$ cat src/rtl/bf16_add_arbiter_if.sv
// ----------------------------------------------------------------------------
// bf16_add_arbiter_if
//   Bundles the requester-side and adder-side signals of bf16_add_arbiter.
//   The slave modport is the arbiter's view. The master modport is the view
//   of the surrounding logic: the requesters plus the shared add_bf16 adder.
//
//   flush       sync clear of in-flight tags and response slots
//   req_*       per-requester operand handshake (16 bits per bf16 slot)
//   resp_*      per-requester response slots
//                 resp_flags slot = {invalid, underflow, overflow}
//   add_*       operand/result path to the shared pipelined adder
//   busy        any op in flight or any response slot occupied
// ----------------------------------------------------------------------------
interface bf16_add_arbiter_if #(
    parameter int N_REQ = 4
);
    logic                   flush;
    logic [N_REQ-1:0]       req_valid;
    logic [16*N_REQ-1:0]    req_a;
    logic [16*N_REQ-1:0]    req_b;
    logic [N_REQ-1:0]       req_ready;
    logic [N_REQ-1:0]       resp_valid;
    logic [N_REQ-1:0]       resp_ready;
    logic [16*N_REQ-1:0]    resp_data;
    logic [3*N_REQ-1:0]     resp_flags;
    logic [15:0]            add_a;
    logic [15:0]            add_b;
    logic [15:0]            add_sum;
    logic                   add_ovf;
    logic                   add_unf;
    logic                   add_inv;
    logic                   busy;

    modport slave (
        input  flush, req_valid, req_a, req_b, resp_ready,
               add_sum, add_ovf, add_unf, add_inv,
        output req_ready, resp_valid, resp_data, resp_flags,
               add_a, add_b, busy
    );

    modport master (
        output flush, req_valid, req_a, req_b, resp_ready,
               add_sum, add_ovf, add_unf, add_inv,
        input  req_ready, resp_valid, resp_data, resp_flags,
               add_a, add_b, busy
    );
endinterface

$ cat src/rtl/bf16_add_arbiter.sv
// ----------------------------------------------------------------------------
// bf16_add_arbiter
//   Shares one pipelined bf16 adder between N_REQ requesters. Each cycle at
//   most one eligible request is granted, round-robin from rr_ptr. Its
//   operands are steered onto the adder, and a tag {valid, id, invalid} follows
//   the op down a pipe that matches the adder latency. When the tag leaves
//   the pipe, the adder result is written into the requester's response slot.
//   Each requester has at most one op outstanding: one that is in flight or
//   sitting in its response slot.
//
// Ports
//   clk          rising-edge clock
//   RST          asynchronous active-high reset
//   bus.slave    flush, req_valid/req_a/req_b -> req_ready (one-hot grant),
//                resp_valid/resp_data/resp_flags <- resp_ready,
//                add_a/add_b -> adder, add_sum/add_ovf/add_unf/add_inv <- adder,
//                busy
//
// Parameters
//   N_REQ        number of requesters (>= 2)
//   ADD_LATENCY  cycles from the operands being driven to the adder outputs
//                becoming valid
// ----------------------------------------------------------------------------
module bf16_add_arbiter #(
    parameter int N_REQ       = 4,
    parameter int ADD_LATENCY = 1
) (
    input  logic              clk,
    input  logic              RST,
    bf16_add_arbiter_if.slave bus
);
    localparam int ID_W = (N_REQ > 1) ? $clog2(N_REQ) : 1;

    // Arbitration
    logic [N_REQ-1:0]                 elig;
    logic                             grant_any;
    logic [ID_W-1:0]                  grant_idx;
    logic [N_REQ-1:0]                 grant_oh;
    logic [ID_W-1:0]                  scan_id;
    logic [ID_W-1:0]                  rr_ptr_q, rr_ptr_d;

    // Operand steering
    logic [15:0]                      add_a_c, add_b_c;

    // Tag pipe: one entry per adder stage
    logic [ADD_LATENCY-1:0]           tag_vld_q, tag_vld_d;
    logic [ADD_LATENCY-1:0][ID_W-1:0] tag_id_q,  tag_id_d;
    logic [ADD_LATENCY-1:0]           tag_inv_q, tag_inv_d;

    // Per-requester state
    logic [N_REQ-1:0]                 inflight_q,   inflight_d;
    logic [N_REQ-1:0]                 resp_valid_q, resp_valid_d;
    logic [16*N_REQ-1:0]              resp_data_q,  resp_data_d;
    logic [3*N_REQ-1:0]               resp_flags_q, resp_flags_d;

    // Capture, taken from the last tag stage
    logic                             cap_vld;
    logic [ID_W-1:0]                  cap_id;
    logic                             cap_inv;

    // A requester competes only if it has no op in flight, its slot is empty,
    // and neither flush nor reset is active. Gating on RST makes req_ready
    // drop the moment reset is asserted, without waiting for an edge.
    assign elig = bus.req_valid & ~inflight_q & ~resp_valid_q
                & {N_REQ{~bus.flush & ~RST}};

    // Round-robin scan starting at rr_ptr; the first eligible index wins.
    always_comb begin
        grant_any = 1'b0;
        grant_idx = '0;
        grant_oh  = '0;
        scan_id   = '0;
        for (int k = 0; k < N_REQ; k++) begin
            scan_id = ID_W'((int'(rr_ptr_q) + k) % N_REQ);
            if (!grant_any && elig[scan_id]) begin
                grant_any = 1'b1;
                grant_idx = scan_id;
            end
        end
        if (grant_any) begin
            grant_oh[grant_idx] = 1'b1;
        end
    end

    // The pointer moves just past the winner, so the winner has the lowest
    // priority next time. With no grant, the pointer holds.
    always_comb begin
        rr_ptr_d = rr_ptr_q;
        if (grant_any) begin
            if (grant_idx == ID_W'(N_REQ - 1)) begin
                rr_ptr_d = '0;
            end else begin
                rr_ptr_d = grant_idx + ID_W'(1);
            end
        end
    end

    // One-hot mux onto the adder. When nothing is granted, zeros are driven so
    // the adder sees a quiet 0+0 and add_inv stays low.
    always_comb begin
        add_a_c = 16'h0000;
        add_b_c = 16'h0000;
        for (int i = 0; i < N_REQ; i++) begin
            if (grant_oh[i]) begin
                add_a_c = bus.req_a[16*i +: 16];
                add_b_c = bus.req_b[16*i +: 16];
            end
        end
    end

    // Tag pipe. add_inv comes combinationally from the operands the adder is
    // sampling now, so it is captured at issue. The adder does not carry it
    // alongside the sum.
    always_comb begin
        tag_vld_d    = tag_vld_q;
        tag_id_d     = tag_id_q;
        tag_inv_d    = tag_inv_q;
        tag_vld_d[0] = grant_any;
        tag_id_d[0]  = grant_idx;
        tag_inv_d[0] = grant_any & bus.add_inv;
        for (int s = 1; s < ADD_LATENCY; s++) begin
            tag_vld_d[s] = tag_vld_q[s-1];
            tag_id_d[s]  = tag_id_q[s-1];
            tag_inv_d[s] = tag_inv_q[s-1];
        end
        if (bus.flush) begin
            tag_vld_d = '0;
        end
    end

    // The last tag stage lines up with the adder outputs. A flush on the same
    // edge discards the result.
    assign cap_vld = tag_vld_q[ADD_LATENCY-1] & ~bus.flush;
    assign cap_id  = tag_id_q[ADD_LATENCY-1];
    assign cap_inv = tag_inv_q[ADD_LATENCY-1];

    // Slot update. A capture and a drain never hit the same slot on one edge,
    // because a full slot blocks issue for that requester. Data and flags keep
    // their last captured value after a drain or a flush.
    always_comb begin
        inflight_d   = inflight_q;
        resp_valid_d = resp_valid_q & ~bus.resp_ready;
        resp_data_d  = resp_data_q;
        resp_flags_d = resp_flags_q;
        for (int i = 0; i < N_REQ; i++) begin
            if (cap_vld && (cap_id == ID_W'(i))) begin
                inflight_d[i]          = 1'b0;
                resp_valid_d[i]        = 1'b1;
                resp_data_d[16*i +: 16] = bus.add_sum;
                resp_flags_d[3*i +: 3]  = {cap_inv, bus.add_unf, bus.add_ovf};
            end
            if (grant_oh[i]) begin
                inflight_d[i] = 1'b1;
            end
        end
        if (bus.flush) begin
            inflight_d   = '0;
            resp_valid_d = '0;
        end
    end

    // ---- register boundary: issue edge / capture edge ----
    always_ff @(posedge clk or posedge RST) begin
        if (RST) begin
            rr_ptr_q     <= '0;
            tag_vld_q    <= '0;
            tag_id_q     <= '0;
            tag_inv_q    <= '0;
            inflight_q   <= '0;
            resp_valid_q <= '0;
            resp_data_q  <= '0;
            resp_flags_q <= '0;
        end else begin
            rr_ptr_q     <= rr_ptr_d;
            tag_vld_q    <= tag_vld_d;
            tag_id_q     <= tag_id_d;
            tag_inv_q    <= tag_inv_d;
            inflight_q   <= inflight_d;
            resp_valid_q <= resp_valid_d;
            resp_data_q  <= resp_data_d;
            resp_flags_q <= resp_flags_d;
        end
    end

    assign bus.req_ready  = grant_oh;
    assign bus.add_a      = add_a_c;
    assign bus.add_b      = add_b_c;
    assign bus.resp_valid = resp_valid_q;
    assign bus.resp_data  = resp_data_q;
    assign bus.resp_flags = resp_flags_q;
    assign bus.busy       = (|inflight_q) | (|resp_valid_q);

endmodule
$ cat src/flat_wrapper.sv
// flat-port wrapper written by rule: the top's interface ports become plain ports
module bf16_add_arbiter_flat 
#(
    parameter int N_REQ       = 4,
    parameter int ADD_LATENCY = 1
)
  (clk, RST, bus_flush, bus_req_valid, bus_req_a, bus_req_b, bus_resp_ready, bus_add_sum, bus_add_ovf, bus_add_unf, bus_add_inv, bus_req_ready, bus_resp_valid, bus_resp_data, bus_resp_flags, bus_add_a, bus_add_b, bus_busy);
  bf16_add_arbiter_if #(.N_REQ(N_REQ)) bus_i ();
  input  logic clk;
  input  logic RST;
  input wire logic [$bits(bus_i.flush)-1:0] bus_flush;
  input wire logic [$bits(bus_i.req_valid)-1:0] bus_req_valid;
  input wire logic [$bits(bus_i.req_a)-1:0] bus_req_a;
  input wire logic [$bits(bus_i.req_b)-1:0] bus_req_b;
  input wire logic [$bits(bus_i.resp_ready)-1:0] bus_resp_ready;
  input wire logic [$bits(bus_i.add_sum)-1:0] bus_add_sum;
  input wire logic [$bits(bus_i.add_ovf)-1:0] bus_add_ovf;
  input wire logic [$bits(bus_i.add_unf)-1:0] bus_add_unf;
  input wire logic [$bits(bus_i.add_inv)-1:0] bus_add_inv;
  output wire logic [$bits(bus_i.req_ready)-1:0] bus_req_ready;
  output wire logic [$bits(bus_i.resp_valid)-1:0] bus_resp_valid;
  output wire logic [$bits(bus_i.resp_data)-1:0] bus_resp_data;
  output wire logic [$bits(bus_i.resp_flags)-1:0] bus_resp_flags;
  output wire logic [$bits(bus_i.add_a)-1:0] bus_add_a;
  output wire logic [$bits(bus_i.add_b)-1:0] bus_add_b;
  output wire logic [$bits(bus_i.busy)-1:0] bus_busy;
  assign bus_i.flush = bus_flush;
  assign bus_i.req_valid = bus_req_valid;
  assign bus_i.req_a = bus_req_a;
  assign bus_i.req_b = bus_req_b;
  assign bus_i.resp_ready = bus_resp_ready;
  assign bus_i.add_sum = bus_add_sum;
  assign bus_i.add_ovf = bus_add_ovf;
  assign bus_i.add_unf = bus_add_unf;
  assign bus_i.add_inv = bus_add_inv;
  assign bus_req_ready = bus_i.req_ready;
  assign bus_resp_valid = bus_i.resp_valid;
  assign bus_resp_data = bus_i.resp_data;
  assign bus_resp_flags = bus_i.resp_flags;
  assign bus_add_a = bus_i.add_a;
  assign bus_add_b = bus_i.add_b;
  assign bus_busy = bus_i.busy;
  bf16_add_arbiter #(.N_REQ(N_REQ), .ADD_LATENCY(ADD_LATENCY)) u_core (.clk(clk), .RST(RST), .bus(bus_i));
endmodule
$ cat config.mk
export PLATFORM = sky130hd
export DESIGN_NAME = bf16_add_arbiter_flat
export DESIGN_NICKNAME = d
export VERILOG_FILES = /design/src/rtl/bf16_add_arbiter_if.sv /design/src/rtl/bf16_add_arbiter.sv /design/src/flat_wrapper.sv
export SDC_FILE = /design/constraint.sdc
export NUM_CORES = 1
export LEC_CHECK = 0
export CAP_MARGIN = 0
export CORE_MARGIN = 5
export CORE_UTILIZATION = 35
export DETAILED_ROUTE_END_ITERATION = 10
export PLACE_DENSITY_LB_ADDON = 0.05
export SYNTH_ARGS = -nofsm -noshare
export SYNTH_HDL_FRONTEND = slang
export SYNTH_SLANG_ARGS = --single-unit
export TNS_END_PERCENT = 1
$ cat constraint.sdc
create_clock -name clk -period 2.5 [get_ports clk]
set_input_delay 0.375 -clock clk [delete_from_list [all_inputs] [get_ports clk]]
set_output_delay 0.375 -clock clk [all_outputs]
set_load 0.01 [all_outputs]
==> metrics.yaml, run 1 <==
place:
  gp_congestion: 0.940
  post-place-ws_ns: -1.41
  portBuffers: 274
  hpwl_microns: 14300
logic_synthesis:
  syn_area_per_cell_sq_um: 11.3
  ys_ff_latch: 90
  yosysSeqAreaShare: 0.469
  synth_area_sq_um: 4800
  syn_nets: 587
  synthCells: 425
  ys_types: 38
  yosysWarnings: 0
critical_path:
  r2r-start: "u_core.inflight_q[3]"
  cp.arrival_ns: 2.91
  reg2regPathDepth: 11
  worstPathMaxFanout: 7
  crit_path_end: "bus_add_a[6]"
  r2r_slack_ns: 0.15
  path_class: "flip-flop to output port"
  r2r-end: "u_core.inflight_q[3]"
  crit_required_ns: 2.12
  startpoint_type: "flip-flop"
  crit_path_start: "u_core.inflight_q[0]"
  end_kind: "output port"
sta:
  clock_skew_ns: 0.00476
  fin_crit_ns: 3.28
  fmax_ghz: 0.304
  setup_ws_ns: -0.784
  hold_viol_final: 0
  worst_pin_slew_ns: 0.593
  drv_slew: 0
  finalSetupViolations: 36
  min_period_over_period: 1.31
  rsz0062_at_grt: "true"
  relSlewSlack: 0.604
  whs_ns: 0.440
route:
  drt_iter0_drc: 204
  ant_nets: 0
  vias: 4915
  drt-vias-per-instance: 5.14
  first_pass_iters: 4
  drt_wl_total_microns: 20000
  drc: 0
  wl_per_cell_microns: 21.0
floorplan:
  rows: 42
  start_util: 0.360
  die_x_microns: 127
  dieArea_sq_um: 16200
  ioPinCount: 275
  fp.dieH_microns: 127
  core_sq_um: 13300
min_path:
  hold_path_class: "input port to async pin"
cells_and_area:
  multi_input_area_sq_um: 2630
  drive_above_1_share: 0.314
  final_cell_mix: "233 x clkdlybuf4s50_1, 90 x dfrtp_1, 58 x buf_4, 46 x mux2_1, 34 x nand2_1"
  nets: 937
  layout_commonest_cell: "clkdlybuf4s50_1"
  area_growth_pct: 93.3
  n_antenna_cell: 0
  area.sequential_sq_um: 2250
  nFillCells: 1035
grt:
  grt_pass1_wl_microns: 30400
  overflow: 0
  antenna_found_initial: 1
  gr-usage-all-layers: 0.240
  grt_pass1_vias: 5302
  grt_max_degree: 37
run_status:
  violations: "negative setup slack"
  status: "complete, but fails checks"
clock_tree:
  clkLatencyLatePin_ns: 0.34
  root_buffer: "clkbuf_16"
  htreeDepth: 3
  cts_made_buffers: 9
  clk_pin_slew_ns: 0.07
  cts_buffer_depth: 2
  cts_sinks: 90
  tritoncts: "built"
  cts_hold_buffers: 0
pwr:
  p_total_mw: 6.62
  powerDensity_nw_per_um2: 713
  power_leakage_nw: 3.98
  ir_drop_mv: 0.578
run:
  max_cap_viol_count: 0
-- power breakdown --
group	total, mW	switching (mW)	internal (mW)
logic	3.01	1.17	1.83
clock network	1.44	0.609	0.827
registers	2.17	0.251	1.92
total	6.62	2.03	4.58
-- critical path: stages, from the launching register on --
cell and delay, ns:
dfrtp_1 0.41, nor3b_4 0.21, buf_4 0.15, and4_1 0.22, a31oi_2 0.06, and3_4 0.21
buf_6 0.12, ha_4 0.17, buf_12 0.14, buf_12 0.14, buf_12 0.14, a21oi_4 0.14
o21ai_4 0.07, a32o_2 0.28, buf_6 0.12
-- state kept, by name, indices dropped and copies added (netlist names) --
register / cells
u_core.cap_id: 2
u_core.bus.resp_flags: 12
u_core.inflight_q: 4
u_core.tag_vld_q: 1
u_core.bus.resp_data: 64
u_core.rr_ptr_q: 2
u_core.cap_inv: 1
u_core.bus.resp_valid: 4
-- cells by family after synthesis --
group                      count (synthesis)  share of synthesized area
AOI/OAI and AO/OA                        114                      0.165
and+or+nand+nor                          100                      0.128
DFF                                       90                      0.469
muxes                                     77                      0.181
buffers and inverters                     40                     0.0469
adders and majority gates                  4                     0.0104
-- routing by layer --
layer	GRT usage	share of wire	vias up
li1	-	-	2262
met1	0.276	0.38	2407
met2	0.433	0.51	209
met3	0.0743	0.085	35
met4	0.0637	0.026	2
met5	0	0.00050	-
-- synth_stat cells (all sizes together) --
cell | number | area share
a21o | 4 | 0.0063
a21oi | 38 | 0.040
a31o | 1 | 0.0018
a31oi | 3 | 0.010
a32o | 32 | 0.067
and2 | 5 | 0.0065
and3 | 1 | 0.0013
and4 | 1 | 0.0018
buf | 21 | 0.032
clkbuf | 12 | 0.0094
dfrtp | 90 | 0.47
ha | 4 | 0.010
inv | 7 | 0.0055
mux2 | 77 | 0.18
nand2 | 34 | 0.027
nand2b | 34 | 0.046
nand3 | 7 | 0.014
nand4 | 2 | 0.0026
nor2 | 6 | 0.0081
nor3 | 1 | 0.0021
nor3b | 6 | 0.015
nor4 | 1 | 0.0013
o211ai | 2 | 0.0031
o21ai | 33 | 0.035
o2bb2ai | 1 | 0.0018
or3b | 2 | 0.0036
-- per-stage QoR --
step	utilization	std cells	instance area [sq um]	setup TNS (ns)
2_1_floorplan	-	425	4810	-5.56
3_3_place_gp	0.615	900	8220	-45.99
3_5_place_dp	0.615	900	8220	-47.89
4_1_cts	0.679	950	9060	-22.65
5_1_grt	0.695	956	9280	-29.19
6_report	0.695	956	9280	-25.35
-- how the worst min path moves through the flow --
| stage | start | endpoint | slack [ns] |
|---|---|---|---|
| detailed placement | u_core.bus.resp_flags[4] | u_core.bus.resp_flags[4] | 0.47 |
| finish | RST | u_core.bus.resp_data[35] | 0.44 |
| floorplan | u_core.inflight_q[3] | u_core.inflight_q[3] | 0.49 |
| global route | RST | u_core.bus.resp_data[0] | 0.47 |
| CTS | RST | u_core.bus.resp_data[18] | 0.45 |
| global placement | u_core.bus.resp_data[16] | u_core.bus.resp_data[16] | 0.47 |
-- what timing repair did --
item                                   4_1_cts  5_1_grt
resized for setup                          235       35
setup endpoints to repair                   37       36
pin swaps                                   23       23
endpoints found under the hold margin        0        0
cloned                                       9        2
setup buffers                               26        6
-- layout make-up --
type,instances,share of cell area
Tap cell,176,0.0237
Inverter,7,0.00324
Clock buffer,10,0.0258
Sequential cell,90,0.243
Clock inverter,6,0.00850
Timing Repair Buffer,371,0.413
Multi-Input combinational cell,296,0.283
Note: power is estimated with default switching activity, not from simulation.
==> run 2, diff against run 1 <==
--- a/config.mk
+++ b/config.mk
@@ -10,6 +10,7 @@
 export CORE_UTILIZATION = 35
 export DETAILED_ROUTE_END_ITERATION = 10
 export PLACE_DENSITY_LB_ADDON = 0.05
+export SKIP_LAST_GASP = 1
 export SYNTH_ARGS = -nofsm -noshare
 export SYNTH_HDL_FRONTEND = slang
 export SYNTH_SLANG_ARGS = --single-unit
==> metrics.yaml, run 2 (synthesized netlist as in run 1, its figures left out) <==
sta:
  worst_pin_slew_ns: 0.598  # +0.00533 ns
  whs_ns: 0.444  # +0.00449 ns
  finalSetupViolations: 36  # unchanged
  fin_crit_ns: 3.25  # -0.0362 ns
  rsz0062_at_grt: "true"
  fmax_ghz: 0.308  # +1.1%
  hold_viol_final: 0  # unchanged
  drv_slew: 0  # unchanged
  tns_ns: -25.59  # -0.241 ns
  clock_skew_ns: 0.00382  # -0.000935 ns
  relSlewSlack: 0.600  # -0.00356
  setup_ws_ns: -0.748  # +0.0362 ns
  min_period_over_period: 1.30  # -0.0145
cells_and_area:
  final_area_sq_um: 9230  # -0.51%
  multi_input_area_sq_um: 2580  # -1.7%
  largest_reg_flops: 64  # unchanged
  layout_commonest_cell: "clkdlybuf4s50_1"
  final_cell_mix: "234 x clkdlybuf4s50_1, 90 x dfrtp_1, 55 x buf_4, 46 x mux2_1, 34 x nand2_1"
  nets: 936  # -0.11%
  finalNonFillerCells: 956  # unchanged
  area.sequential_sq_um: 2250  # unchanged
  nFillCells: 1040  # +0.48%
  utilization: 0.692  # -0.00356
  area_growth_pct: 92.3
  drive_above_1_share: 0.294  # -0.0201
pwr:
  powerDensity_nw_per_um2: 715  # +0.33%
  ir_drop_mv: 0.581  # +0.55%
  power_leakage_nw: 3.98  # -0.12%
run_status:
  status: "complete, but fails checks"
  violations: "negative setup slack"
critical_path:
  r2r_slack_ns: 0.17  # +0.02 ns
  worstPathMaxFanout: 7  # unchanged
  crit_buf_inv: 5  # -1
  crit_required_ns: 2.12  # about the same
  cp.arrival_ns: 2.87  # -0.04 ns
  crit_chain: "or3b_4 > and4_1 > a31oi_2 > and3_4 > buf_6 > ha_4 > buf_12 > buf_12 > buf_12 > o21ai_1 > a32o_1 > buf_2"
  slowest_stage: "or3b_4"
  startpoint_type: "flip-flop"
  critPathTopFamily: "simple AND/OR/NAND/NOR gates"
  path_class: "flip-flop to output port"
  end_kind: "output port"
  cpMostUsedCell: "buf_12"
  cpPeakStageDelay_ns: 0.40  # about the same
clock_tree:
  cts_hold_buffers: 0  # unchanged
  clk_pin_slew_ns: 0.07  # about the same
  cts_sinks: 90  # unchanged
  tritoncts: "built"
  clkLatencyLatePin_ns: 0.34  # about the same
  cts_made_buffers: 9  # unchanged
  htreeDepth: 3  # unchanged
  root_buffer: "clkbuf_16"
  cts_buffer_depth: 2  # unchanged
grt:
  gr-usage-all-layers: 0.240  # +0.000266
  overflow: 0  # unchanged
  grt_max_degree: 37  # unchanged
  grt_pass1_wl_microns: 30400  # about the same
  grt_pass1_vias: 5269  # -0.62%
  antenna_found_initial: 1  # unchanged
floorplan:
  die_x_microns: 127  # unchanged
  start_util: 0.360  # unchanged
  fp.dieH_microns: 127  # unchanged
  core_sq_um: 13300  # unchanged
  dieArea_sq_um: 16200  # unchanged
  rows: 42  # unchanged
  ioPinCount: 275  # unchanged
route:
  drc: 0  # unchanged
  drt_iter0_drc: 234  # +15%
  drt-vias-per-instance: 5.15  # +0.20%
  wl_per_cell_microns: 21.2  # +0.94%
  drt_wl_total_microns: 20200  # +0.94%
  vias: 4925  # +0.20%
  ant_nets: 0  # unchanged
  first_pass_iters: 4  # unchanged
place:
  place_area_sq_um: 8220  # unchanged
  portBuffers: 274  # unchanged
  gp_congestion: 0.940  # unchanged
  numPlacedInstances: 900  # unchanged
  hpwl_microns: 14300  # unchanged
min_path:
  hold_path_class: "input port to async pin"
run:
  max_cap_viol_count: 0  # unchanged
run 2: cell types whose count changed in the layout (fill, tap and decap cells not counted), sizes merged:
cell / previous run / this run
dlygate4sd2: 5 / 8
clkdlybuf4s50: 233 / 234
buf: 127 / 121
diode: 0 / 1
clkbuf: 12 / 13
run 2: worst paths after layout:
kind | cells past startpoint | endpoint | from
worst max-delay path | 12 | bus_add_b[13] | u_core.inflight_q[3]
worst min-delay path | 3 | u_core.bus.resp_data[18] | RST
max in group asynchronous | 4 | u_core.bus.resp_data[63] | RST
worst max register to register | 11 | u_core.inflight_q[3] | u_core.inflight_q[3]
min in group clk | 1 | u_core.bus.resp_data[39] | u_core.bus.resp_data[39]
worst min register to register | 1 | u_core.bus.resp_data[39] | u_core.bus.resp_data[39]
run 2: through the flow:
step	power (mW)	setup WS, ns
6_report	6.60	-0.748
5_1_grt	6.97	-0.877
4_1_cts	6.57	-0.704
3_5_place_dp	4.92	-1.41
3_3_place_gp	4.87	-1.35
2_1_floorplan	3.19	-0.189
run 2: worst min-delay path: stages:
cell           delay, ns
dlygate4sd2_1       0.29
buf_4               0.16
clkinvlp_4          0.40
run 2: metal layers:
metal | track usage | routed length (microns)
met5 | 0 | 13
met4 | 0.0580 | 438
met3 | 0.0743 | 1730
met2 | 0.433 | 10300
met1 | 0.279 | 7700
run 2: repair_timing:
item	in CTS	in global routing
pin swaps	23	19
setup endpoints to repair	37	36
setup buffers	26	3
gates cloned	9	3
resized for setup	193	42
run 2: final cells by class:
class                      instances  share of cell area
sequential                        90               0.244
timing repair buffer             370               0.414
multi-input combinational        296               0.280
antenna                            1            0.000271
clock buffer                      10              0.0259
tap                              176              0.0239
inverter                           7             0.00325
clock inverter                     6             0.00854
run 2: where the power goes:
group	switching [mW]	internal (mW)	total (mW)
registers	0.252	1.92	2.17
logic	1.17	1.82	2.99
clock network	0.609	0.827	1.44
